==> config.mk <==
export PLATFORM = sky130hd
export DESIGN_NAME = tg_mux_sel_ctrl
export DESIGN_NICKNAME = d
export VERILOG_FILES = /design/src/rtl/tg_mux_sel_ctrl.sv
export SDC_FILE = /design/constraint.sdc
export NUM_CORES = 1
export LEC_CHECK = 0
export BUFFER_PORTS_ARGS = -buffer_cell sky130_fd_sc_hd__buf_4
export CAP_MARGIN = 25
export CORE_AREA = 2 2 55 57
export DETAILED_ROUTE_END_ITERATION = 6
export DIE_AREA = 0 0 57 59
export PLACE_DENSITY_LB_ADDON = 0.12
export SYNTH_ARGS = -nofsm -noshare
export SYNTH_HDL_FRONTEND = slang
export SYNTH_SLANG_ARGS = --single-unit
==> constraint.sdc <==
create_clock -name clk -period 4.7 [get_ports clk]
set_clock_uncertainty 0.15 [all_clocks]
set_input_delay 0.705 -clock clk [delete_from_list [all_inputs] [get_ports clk]]
set_output_delay 0.705 -clock clk [all_outputs]
set_load 0.1 [all_outputs]
==> src/rtl/tg_mux_sel_ctrl.sv <==
// Select-line controller for the transmission-gate 2:1 mux cell.
// Enforces break-before-make with a programmable dead time and settle time.
module tg_mux_sel_ctrl #(
  parameter int DEAD_CYC   = 2,
  parameter int SETTLE_CYC = 3,
  parameter int CNT_W      = 8
) (
  input  logic       clk,
  input  logic       rst_n,
  input  logic       req_valid,
  output logic       req_ready,
  input  logic [1:0] req_sel,
  output logic       ckn1,
  output logic       ckp1,
  output logic       ckn2,
  output logic       ckp2,
  output logic [1:0] cur_sel,
  output logic       settled,
  output logic       err_sticky,
  input  logic       err_clr
);

  typedef enum logic [2:0] {
    OFF_ST = 3'd0,
    ON1_ST = 3'd1,
    ON2_ST = 3'd2,
    BREAK  = 3'd3,
    MAKE   = 3'd4
  } state_t;

  localparam logic [1:0] SEL_OFF = 2'b00;
  localparam logic [1:0] SEL_D1  = 2'b01;
  localparam logic [1:0] SEL_D2  = 2'b10;
  localparam logic [1:0] SEL_BAD = 2'b11;

  localparam logic [CNT_W-1:0] DEAD_LD   = CNT_W'(DEAD_CYC - 1);
  localparam logic [CNT_W-1:0] SETTLE_LD = CNT_W'(SETTLE_CYC - 1);

  state_t           state, state_nx;
  logic [1:0]       tgt, tgt_nx;
  logic [CNT_W-1:0] cnt, cnt_nx;

  logic       accept;
  logic [1:0] sel_eff;
  logic [1:0] stable_sel;
  logic       ckn1_nx, ckn2_nx, settled_nx, err_nx;
  logic [1:0] cur_sel_nx;

  assign accept  = req_valid && req_ready;
  // An illegal target is treated as "both off".
  assign sel_eff = (req_sel == SEL_BAD) ? SEL_OFF : req_sel;

  always_comb begin
    case (state)
      ON1_ST:  stable_sel = SEL_D1;
      ON2_ST:  stable_sel = SEL_D2;
      default: stable_sel = SEL_OFF;
    endcase
  end

  // State register; every output is registered from its *_nx value.
  always_ff @(posedge clk) begin
    if (!rst_n) begin
      state      <= OFF_ST;
      tgt        <= SEL_OFF;
      cnt        <= '0;
      ckn1       <= 1'b0;
      ckp1       <= 1'b1;
      ckn2       <= 1'b0;
      ckp2       <= 1'b1;
      cur_sel    <= SEL_OFF;
      settled    <= 1'b1;
      req_ready  <= 1'b1;
      err_sticky <= 1'b0;
    end else begin
      // NOTE: non-blocking assignments so every register samples pre-edge values.
      state      <= state_nx;
      tgt        <= tgt_nx;
      cnt        <= cnt_nx;
      ckn1       <= ckn1_nx;
      ckp1       <= ~ckn1_nx;
      ckn2       <= ckn2_nx;
      ckp2       <= ~ckn2_nx;
      cur_sel    <= cur_sel_nx;
      settled    <= settled_nx;
      req_ready  <= settled_nx;
      err_sticky <= err_nx;
    end
  end

  // Next-state and timing counter.
  always_comb begin
    // NOTE: defaults first so no path through the case can infer a latch.
    state_nx = state;
    tgt_nx   = tgt;
    cnt_nx   = cnt;
    case (state)
      OFF_ST, ON1_ST, ON2_ST: begin
        if (accept && (sel_eff != stable_sel)) begin
          tgt_nx = sel_eff;
          if (state == OFF_ST) begin
            state_nx = MAKE;
            cnt_nx   = SETTLE_LD;
          end else begin
            state_nx = BREAK;
            cnt_nx   = DEAD_LD;
          end
        end
      end
      BREAK: begin
        if (cnt == '0) begin
          if (tgt == SEL_OFF) begin
            state_nx = OFF_ST;
            cnt_nx   = '0;
          end else begin
            state_nx = MAKE;
            cnt_nx   = SETTLE_LD;
          end
        end else begin
          cnt_nx = cnt - 1'b1;
        end
      end
      MAKE: begin
        if (cnt == '0) state_nx = (tgt == SEL_D1) ? ON1_ST : ON2_ST;
        else           cnt_nx   = cnt - 1'b1;
      end
      default: begin
        state_nx = OFF_ST;
        tgt_nx   = SEL_OFF;
        cnt_nx   = '0;
      end
    endcase
  end

  // Output decode from the upcoming state, so outputs change on the same edge.
  always_comb begin
    ckn1_nx    = 1'b0;
    ckn2_nx    = 1'b0;
    cur_sel_nx = SEL_OFF;
    settled_nx = 1'b0;
    case (state_nx)
      OFF_ST: settled_nx = 1'b1;
      ON1_ST: begin
        ckn1_nx    = 1'b1;
        cur_sel_nx = SEL_D1;
        settled_nx = 1'b1;
      end
      ON2_ST: begin
        ckn2_nx    = 1'b1;
        cur_sel_nx = SEL_D2;
        settled_nx = 1'b1;
      end
      MAKE: begin
        ckn1_nx    = (tgt_nx == SEL_D1);
        ckn2_nx    = (tgt_nx == SEL_D2);
        cur_sel_nx = tgt_nx;
      end
      default: ;
    endcase
  end

  // An illegal accept outranks a simultaneous clear.
  always_comb begin
    err_nx = err_sticky;
    if (err_clr) err_nx = 1'b0;
    if (accept && (req_sel == SEL_BAD)) err_nx = 1'b1;
  end

endmodule

==> results.md, run 1 <==
- Outcome: finished clean
- Final hold viol count: 0
- # clock sinks: 21
- Max Cap Violations: 0
- Number of distinct library cells after synthesis: 52
- Critical path type: flop to flop
- Combinational Power Share: 64.8%
- Post-cts gate resize count: 0
- # DRC: 0
- Pre-antenna DRT Iters: 4
- Pin count of the biggest net entering global routing: 24
- Routed WL: around 3200 um
- I/O Buffers: 14
- Crit start category: flop
- R2r setup slk: 2230 ps
- Compound-gate portion of the synthesized area: approximately a third
- Longest Clk Path Bufs: 2
- Sw Share: 55.2%
- Final Max Slew Viols: 0
- Vias in the first global route: approximately 1200
- Placed Area: 0.00144 mm2
- Predominant post-synthesis flop cell: dfxtp_1
- Crit path launch: cnt[0]
- Mapped Cells: ~170
- Clk pwr share: between 7 and 8%
- Share of post-route cells with drive strength above 1: 14.9%
- RSZ-0062 raised after global routing: false
- Yosys reg bits: 21
- DR vias: 1302
- Mapped Area: between 0.001 and 0.0015 mm2
- Fin nets: 183
- Initial antenna violation count: 0
- First-pass GRT wire length: 5490 um
- Setup Buffers After CTS: 0
- Area growth syn-to-layout: 9.57%
- FMAX: 405 MHz
- Setup-failing EPs final: 0
- Seq/Total Area, Yosys: between 30% and 40%
- Die Wd: 57 um
- Final period util: 52.5%
- Worst Setup EP: ckp2
- Post-Layout Cell Count: 206
- Core area: 0.00271 mm2
- N_diodes: 0
- Htree depth: 1
- Path depth of the worst reg2reg path: 7
- Measured slew at the worst slew-check pin: 713 ps
- Setup TNS: 0 ps
- CP max FO: 7
- P_int: 0.527 mW
- VDD IR-drop max: ~0.00054 V
- Starting Density: 49.2%
- WP data required: roughly 4800 ps
- Die ar.: 0.00336 mm2
- Pwr/cell area: 804 mW/mm2
- Filler Cell Count: 283
- Row count: 19
- CTS Root Cell: clkbuf_4
- Synth area leaders: dfxtp_1, a21oi_1, or4_1
- Inst Count DP: between 200 and 250
- GPL Wtd Cong: about 0.93
- IO Pins: 15
- Crit path DAT: 2510 ps
- DRT antenna net count: 0
- Synth warnings: 0
- Share of the synthesized area in the top cell type: 31.5%
- Slew headroom: between 50% and 60%
- XOR/XNOR share of the synthesized area: 1.31%
- WHS: 359 ps
- Synth Net Count: ~170
- Reg-to-Reg End: ckp2
- Post-route design area: 0.00146 mm2
- Worst r2r src: cnt[0]
- Min setup slack post-route: 2230 ps
- Synth Area in Simple Gates: 26.5%
- Synth Area in Adders: 0.938%
- Worst min path class: flop to flop
- TritonCTS clock tree: built
- Vias per cell: approximately 6.3
- Sequential share of power: 28.0%
- Clock Pin Slew Worst Setup and Hold Paths: 110 ps
- CTS Buf Count: 3
- DR iter-0 viols: 53
- Post-synthesis mux area share: less than 1%
- P_leak: 0.557 nW
- Mean Syn Cell Area: 7.99 um2
- Post-synth EDFFs: 0
- Pre-CTS setup slack: 2250 ps
- Cts-stage hold buffer count: 0
- Ys async rst share: 0%
- Post-synth top area cell: dfxtp_1
- Largest family of logic cells by synthesized area: compound AO/OA/AOI/OAI gates
- NetSw: 0.648 mW
- Avg WL per Cell: roughly 15 um
- DP HPWL: 2420 um
- Worst setup EP type: flop
- Period minus WS final: 2470 ps
- GRT overflow: 0
- Tot GR Track Use: 20.5%
- Die height: 59 um
- Latest clock arrival within the worst-skew pair: 300 ps
-- synthesized netlist by cell type, types with 3 or more instances --
| master | number |
|---|---|
| dfxtp_1 | 21 |
| a21oi_1 | 15 |
| nor2_1 | 9 |
| clkbuf_1 | 8 |
| nand2_1 | 8 |
| inv_1 | 7 |
| o21ai_1 | 7 |
| o21ai_0 | 6 |
| or4_1 | 6 |
| nand3_1 | 5 |
| o31ai_1 | 5 |
| or3_1 | 5 |
| a21o_1 | 4 |
| nor2b_1 | 4 |
| a31oi_1 | 3 |
| a32oi_1 | 3 |
| nand2b_1 | 3 |
| o21a_1 | 3 |
| or2_2 | 3 |
-- worst max-delay path, stage by stage, from the launching register on --
cell	delay, ps
dfxtp_1	360
inv_1	110
ha_1	180
or3b_2	520
or4_4	530
a31oi_4	230
o21ai_2	100
o22a_1	180
-- registers in the layout, indices dropped and copies added, names as in the netlist --
signal      cells
ckp2            1
ckn1            1
tgt             2
err_sticky      1
settled         1
ckn2            1
cnt             8
cur_sel         2
state           3
ckp1            1
-- cell type report --
type	count	area [um2]	area share (%)
inverter	7	26.3	1.80
tap	31	38.8	2.65
timing repair buffer	14	105	7.19
multi-input combinational	129	845	57.8
sequential	21	420	28.8
clock buffer	4	26.3	1.80
-- stage by stage --
| step | utilization [%] | total power, mW |
|---|---|---|
| 2_1_floorplan | - | 0.944 |
| 3_3_place_gp | 53.0 | 1.07 |
| 3_5_place_dp | 53.0 | 1.08 |
| 4_1_cts | 53.9 | 1.17 |
| 5_1_grt | 53.9 | 1.27 |
| 6_report | 53.9 | 1.18 |
-- layout by cell type, fill, tap and decap left out, types with 2 or more instances in the layout --
cell type / instances
dfxtp_1: 21
a21oi_1: 15
buf_4: 14
nor2_1: 9
nand2_1: 8
inv_1: 7
o21ai_1: 7
or4_1: 6
o21ai_0: 6
nand3_1: 5
or3_1: 5
o31ai_1: 5
nor2b_1: 4
a21o_1: 4
nand2b_1: 3
a31oi_1: 3
or2_2: 3
a32oi_1: 3
o21a_1: 3
clkbuf_4: 3
nor3b_1: 2
o211ai_1: 2
and2_1: 2
xor2_1: 2
nand4_1: 2
nor4_1: 2
nand3b_1: 2
nor3_1: 2
nor4bb_1: 2
-- logic make-up after synthesis --
group                      after synthesis
AOI/OAI and AO/OA                       65
muxes                                    1
DFF                                     21
xor gates and xnor gates                 2
adders and majority gates                1
and+or+nand+nor                         60
buffers and inverters                   17
-- routing by layer --
metal,vias to the layer above,global-route usage [%],wire [um]
li1,657,-,-
met1,611,24.4,1460
met2,32,35.6,1580
met3,2,5.46,129
met4,0,7.31,16
met5,-,0,0
-- how the worst min path moves through the flow --
stage,start,to,slack [ps],cells after the start
finish,cnt[5],cnt[5],360,2
global route,cnt[5],cnt[5],400,2
CTS,cnt[5],cnt[5],360,2
detailed placement,err_sticky,err_sticky,330,2
global placement,err_sticky,err_sticky,320,2
floorplan,cnt[5],cnt[5],310,2
-- power groups by stage --
stage	logic, mW	registers (mW)	clock network, mW
floorplan	0.544	0.399	0
global placement	0.745	0.327	0
detailed placement	0.753	0.330	0
CTS	0.756	0.327	0.0891
global route	0.835	0.340	0.0961
finish	0.761	0.329	0.0849
Note: power is estimated with default switching activity, not from simulation.
==> run 2: changes to the inputs <==
==> constraint.sdc (replaced) <==
create_clock -name clk -period 2.2 [get_ports clk]
set_clock_uncertainty 0.15 [all_clocks]
set_input_delay 0.33 -clock clk [delete_from_list [all_inputs] [get_ports clk]]
set_output_delay 0.33 -clock clk [all_outputs]
set_load 0.1 [all_outputs]
==> run 2 against run 1 <==
  * Via count up 11%
  * Hold slack worse by 260 ps
  * Maximum frequency up 14%
  * Combinational power rose to 2.7 times the previous value
  * Total power rose to 2.5 times the previous value
  * Critical endpoint unchanged
  * Largest power group unchanged
==> results.md, run 2 (synthesized netlist as in run 1, its figures left out) <==
- Htree depth: 1 (unchanged)
- GRT overflow: 0 (unchanged)
- DRT antenna net count: 0 (unchanged)
- Most frequent cells in the layout: buf_4, a21oi_1, dfxtp_1, nor2_1, nand2_1
- Vias per cell: 6.42 (+1.5%)
- Max Cap Violations: 0 (unchanged)
- DP HPWL: 2650 um (+9.4%)
- # DRC: 0 (unchanged)
- Avg WL per Cell: 16.1 um (+4.1%)
- FMAX: 462 MHz (+14%)
- Pwr/cell area: 1810 mW/mm2 (+130%)
- Final period util: 98.4% (+46 points)
- VDD IR-drop max: 0.00128 V (+140%)
- R2r setup slk: 40 ps (-2200 ps)
- P_int: 1.47 mW (+180%)
- I/O Buffers: 14 (unchanged)
- TritonCTS clock tree: built
- Crit path launch: cnt[4]
- Crit path cell chain: or4_4, or4_4, a31oi_4, o21ai_2, o22a_1
- Final Max Slew Viols: 0 (unchanged)
- Fin nets: 203 (+11%)
- Combinational Power Share: 70.0% (+5.2 points)
- Die Wd: 57 um (unchanged)
- Longest Clk Path Bufs: 2 (unchanged)
- Pre-antenna DRT Iters: 4 (unchanged)
- DR iter-0 viols: 55 (+3.8%)
- # clock sinks: 21 (unchanged)
- Pin count of the biggest net entering global routing: 18 (-25%)
- Top flop regs: cnt x8, state x3
- GPL Wtd Cong: 0.930 (about the same)
- Worst min path class: input pin to flop
- Vias in the first global route: 1403 (+13%)
- Slew headroom: 72.6% (+20 points)
- WP data required: 2260 ps (-2490 ps)
- Area growth syn-to-layout: 23.7%
- CTS Buf Count: 3 (unchanged)
- Critical path type: flop to flop
- First-pass GRT wire length: 5950 um (+8.4%)
- CP max-delay cell: or4_4
- Outcome: finished clean
- RSZ-0062 raised after global routing: true
- Crit start category: flop
- Period minus WS final: 2160 ps (-302 ps)
- WHS: 99.0 ps (-260 ps)
- CTS Root Cell: clkbuf_4
- Register with the highest flop count: cnt
- Most Frequent Cell on Critical Path: or4_4
- HP Start: rst_n
- NetSw: 1.52 mW (+130%)
- IO Pins: 15 (unchanged)
- Routed WL: 3640 um (+14%)
- Tot GR Track Use: 22.4% (+1.9 points)
- Sw Share: 50.9% (-4.2 points)
- Row count: 19 (unchanged)
- Clock Pin Slew Worst Setup and Hold Paths: 120 ps (about the same)
- Most common cell after layout, fill and taps aside: buf_4
- Area of the multi-input gates: 871 um2 (+3.1%)
- N_diodes: 0 (unchanged)
- Clk pwr share: 6.6% (-0.6 points)
- DR vias: 1450 (+11%)
- Core area: 0.00271 mm2 (unchanged)
- Starting Density: 49.2% (unchanged)
- Share of post-route cells with drive strength above 1: 30.8% (+16 points)
- FF+latch area: 432 um2 (+2.7%)
- Setup TNS: 0 ps (unchanged)
- Die height: 59 um (unchanged)
- Setup-failing EPs final: 0 (unchanged)
- Sequential share of power: 23.4% (-4.6 points)
- Measured slew at the worst slew-check pin: 411 ps (-302 ps)
- P_leak: 0.665 nW (+19%)
- Latest clock arrival within the worst-skew pair: 310 ps (about the same)
- Worst setup EP type: flop
- Die ar.: 0.00336 mm2 (unchanged)
- Crit path DAT: 2230 ps (-280 ps)
- Largest register FFs: 8 (unchanged)
- Initial antenna violation count: 0 (unchanged)
- CP max FO: 3 (-4)
- Crit path largest cell delay: 560 ps (+30 ps)
- Worst r2r src: cnt[4]
- Filler Cell Count: 255 (-9.9%)
- Final hold viol count: 0 (unchanged)
## run 2: changes by cell type in the layout (fill, tap and decap cells not counted), moves of 2 or more
cell / previous run / this run
inv_2: 0 / 2
dfxtp_2: 0 / 6
dfxtp_1: 21 / 14
buf_4: 14 / 34
inv_1: 7 / 5
## run 2: power by group through the flow
stage	Clock (mW)	Sequential, mW	Combinational (mW)
2_1_floorplan	0	0.861	1.23
3_3_place_gp	0	0.676	1.97
3_5_place_dp	0	0.680	2.01
4_1_cts	0.201	0.674	2.02
5_1_grt	0.215	0.712	2.26
6_report	0.197	0.700	2.09
## run 2: final timing paths
kind,endpoint,depth (start not counted)
hold / removal,ckp1,2
setup reg to reg,ckp2,5
setup / recovery,ckp2,5
hold reg to reg,cnt[5],2
## run 2: metal layers
layer / part of all wire [%] / global-route usage (%) / vias up
li1: - / - / 699
met5: 0 / 0 / -
met1: 43 / 28.5 / 680
met3: 5.7 / 3.93 / 6
met4: 1.5 / 12.3 / 0
met2: 50 / 36.3 / 65
## run 2: what timing repair did
item                                    CTS  global route
hold buffers                              0             0
gates resized for setup                   0             8
setup buffers                             0             0
endpoints found under the setup margin    0            12
## run 2: cell type report
cell class	count	share of cell area (%)
Clock buffer	3	1.36
Multi-Input combinational cell	129	52.8
Clock inverter	1	0.303
Inverter	7	1.59
Tap cell	31	2.35
Timing Repair Buffer	34	15.5
Sequential cell	21	26.2
## run 2: metrics by stage
stage               area, um2  util (%)  power (mW)  worst slack [ps]  instances
detailed placement       1610      59.2        2.69              48.2        222
global route             1650      60.9        3.19             -13.5        226
CTS                      1630      60.2        2.90              4.25        226
finish                   1650      60.9        2.99              35.7        226
floorplan                1370         -        2.09             -58.2        167
global placement         1610      59.2        2.65              57.3        222
## run 2: worst max-delay path: cells and delay by family, from the launching register on
kind,cells,cell delay (ps)
compound gates,3,460
flops,1,350
simple gates,2,1110
==> run 3: changes to the inputs <==
--- a/config.mk
+++ b/config.mk
@@ -11,6 +11,7 @@
 export DETAILED_ROUTE_END_ITERATION = 6
 export DIE_AREA = 0 0 57 59
 export PLACE_DENSITY_LB_ADDON = 0.12
+export REMOVE_ABC_BUFFERS = 1
 export SYNTH_ARGS = -nofsm -noshare
 export SYNTH_HDL_FRONTEND = slang
 export SYNTH_SLANG_ARGS = --single-unit
==> run 3 against run 2 <==
  * Flip-flop and latch count unchanged
  * Global-route usage rose by 0.47 points
  * Hold slack better by 7.0 ps
  * Largest power group unchanged
==> results.md, run 3 (synthesized netlist as in run 1, its figures left out) <==
- CP max-delay cell: or4_4
- # clock sinks: 21 (unchanged)
- Crit path largest cell delay: 510 ps (-50 ps)
- Pin count of the biggest net entering global routing: 24 (+6)
- Htree depth: 1 (unchanged)
- Area of the multi-input gates: 891 um2 (+2.3%)
- Row count: 19 (unchanged)
- DRT antenna net count: 0 (unchanged)
- Routed WL: 3670 um (+0.96%)
- Total Power: 3.12 mW (+4.3%)
- Slew headroom: 63.8% (-8.8 points)
- Latest clock arrival within the worst-skew pair: 320 ps (about the same)
- CP max FO: 3 (unchanged)
- FF+latch area: 425 um2 (-1.4%)
- Fin nets: 209 (+3.0%)
- Setup-failing EPs final: 0 (unchanged)
- Setup Buffers After CTS: 0 (unchanged)
- # DRC: 0 (unchanged)
- Measured slew at the worst slew-check pin: 543 ps (+132 ps)
- Starting Density: 49.2% (unchanged)
- Most frequent cells in the layout: buf_4, dfxtp_1, a21oi_1, nor2_1, nand2_1
- Filler Cell Count: 240 (-5.9%)
- Clock Pin Slew Worst Setup and Hold Paths: 150 ps (+30 ps)
- Buf/Inv on CP: 1 (+1)
- Area growth syn-to-layout: 28.4%
- Post-Layout Cell Count: 232 (+2.7%)
- GRT overflow: 0 (unchanged)
- Final hold viol count: 0 (unchanged)
- Vias in the first global route: 1365 (-2.7%)
- VDD IR-drop max: 0.00153 V (+20%)
- Inst Count DP: 228 (+2.7%)
- Register with the highest flop count: cnt
- Tot GR Track Use: 22.9% (+0.47 points)
- Avg WL per Cell: 15.8 um (-1.6%)
- Top flop regs: cnt x8, state x3
- P_leak: 0.700 nW (+5.3%)
- Initial antenna violation count: 0 (unchanged)
- DP HPWL: 2730 um (+3.1%)
- Largest register FFs: 8 (unchanged)
- Max Cap Violations: 0 (unchanged)
- Die ar.: 0.00336 mm2 (unchanged)
- Final period util: 98.2% (-0.18 points)
- CTS Root Cell: clkbuf_4
- N_diodes: 0 (unchanged)
- Die Wd: 57 um (unchanged)
- Pwr/cell area: 1820 mW/mm2 (+0.48%)
- Final Max Slew Viols: 0 (unchanged)
- DR iter-0 viols: 71 (+29%)
- WP data required: 2250 ps (about the same)
- Pre-antenna DRT Iters: 4 (unchanged)
- Crit start category: flop
- FMAX: 463 MHz (+0.18%)
- Core area: 0.00271 mm2 (unchanged)
- Die height: 59 um (unchanged)
- Crit path DAT: 2220 ps (about the same)
- Cts-stage hold buffer count: 0 (unchanged)
- Share of post-route cells with drive strength above 1: 32.3% (+1.6 points)
- Crit-path leading delay family: simple AND/OR/NAND/NOR gates
- Crit path cell chain: inv_2, ha_4, or3b_4, or4_4, a31oi_4, o21ai_2, o22a_1
- TritonCTS clock tree: built
- IO Pins: 15 (unchanged)
- GPL Wtd Cong: 0.887 (-4.6%)
- I/O Buffers: 14 (unchanged)
- DR vias: 1444 (-0.41%)
- Outcome: finished clean
- First-pass GRT wire length: 6050 um (+1.6%)
- Vias per cell: 6.22 (-3.0%)
- Most common cell after layout, fill and taps aside: buf_4
- Longest Clk Path Bufs: 2 (unchanged)
- Worst min path class: input pin to flop
- CTS Buf Count: 3 (unchanged)
- Period minus WS final: 2160 ps (-3.90 ps)
- Critical path type: flop to flop
- RSZ-0062 raised after global routing: true
- Worst setup EP type: flop
## run 3: where the power goes
group / internal [mW] / switching (mW) / leakage, nW
sequential: 0.514 / 0.164 / 0.173
clock: 0.0679 / 0.132 / 0.0177
combinational: 0.978 / 1.26 / 0.509
## run 3: path summary, 6_finish.rpt
check	start	endpoint	slack (ps)	cells after the start
worst min-delay path	rst_n	settled	110	2
worst max-delay path	cnt[1]	ckp2	40	7
worst min register to register	err_sticky	err_sticky	350	2
worst max register to register	cnt[1]	ckp2	40	7
## run 3: timing repair
action | 4_1_cts | 5_1_grt
pin swaps | 5 | 3
setup endpoints to repair | 13 | 14
resized for setup | 10 | 6
## run 3: routing by layer
metal  global-route usage, %  vias to the layer above  wire, um
met2                    40.7                       36      1880
li1                        -                      711         -
met4                    10.6                        0        84
met3                    2.18                        9        96
met5                       0                        -         0
met1                    28.0                      688      1610
## run 3: stage by stage
step / utilization, % / worst slack, ps / cell area, um2 / hold slack (ps) / TNS, ps
floorplan: - / -996 / 1290 / 260 / -14590
global placement: 60.2 / -30.8 / 1630 / 322 / -36.9
detailed placement: 60.2 / -45.8 / 1630 / 326 / -286
CTS: 62.2 / -7.07 / 1690 / 112 / -7.07
global route: 63.2 / -3.71 / 1710 / 98.2 / -4.31
finish: 63.2 / 39.6 / 1710 / 106 / 0
## run 3: area by class of cell
class,count,share of cell area (%)
inverters,7,1.53
clock inverters,1,0.292
repair buffers,40,17.8
clock buffers,3,1.31
multi-input cells,129,52.0
flip-flops and latches,21,24.8
well taps,31,2.26
## run 3: worst register-to-register path, stage by stage (launching register included)
cell and delay (ps):
dfxtp_2 350, inv_2 70, ha_4 130, or3b_4 370, or4_4 510, a31oi_4 200
o21ai_2 90, o22a_1 160
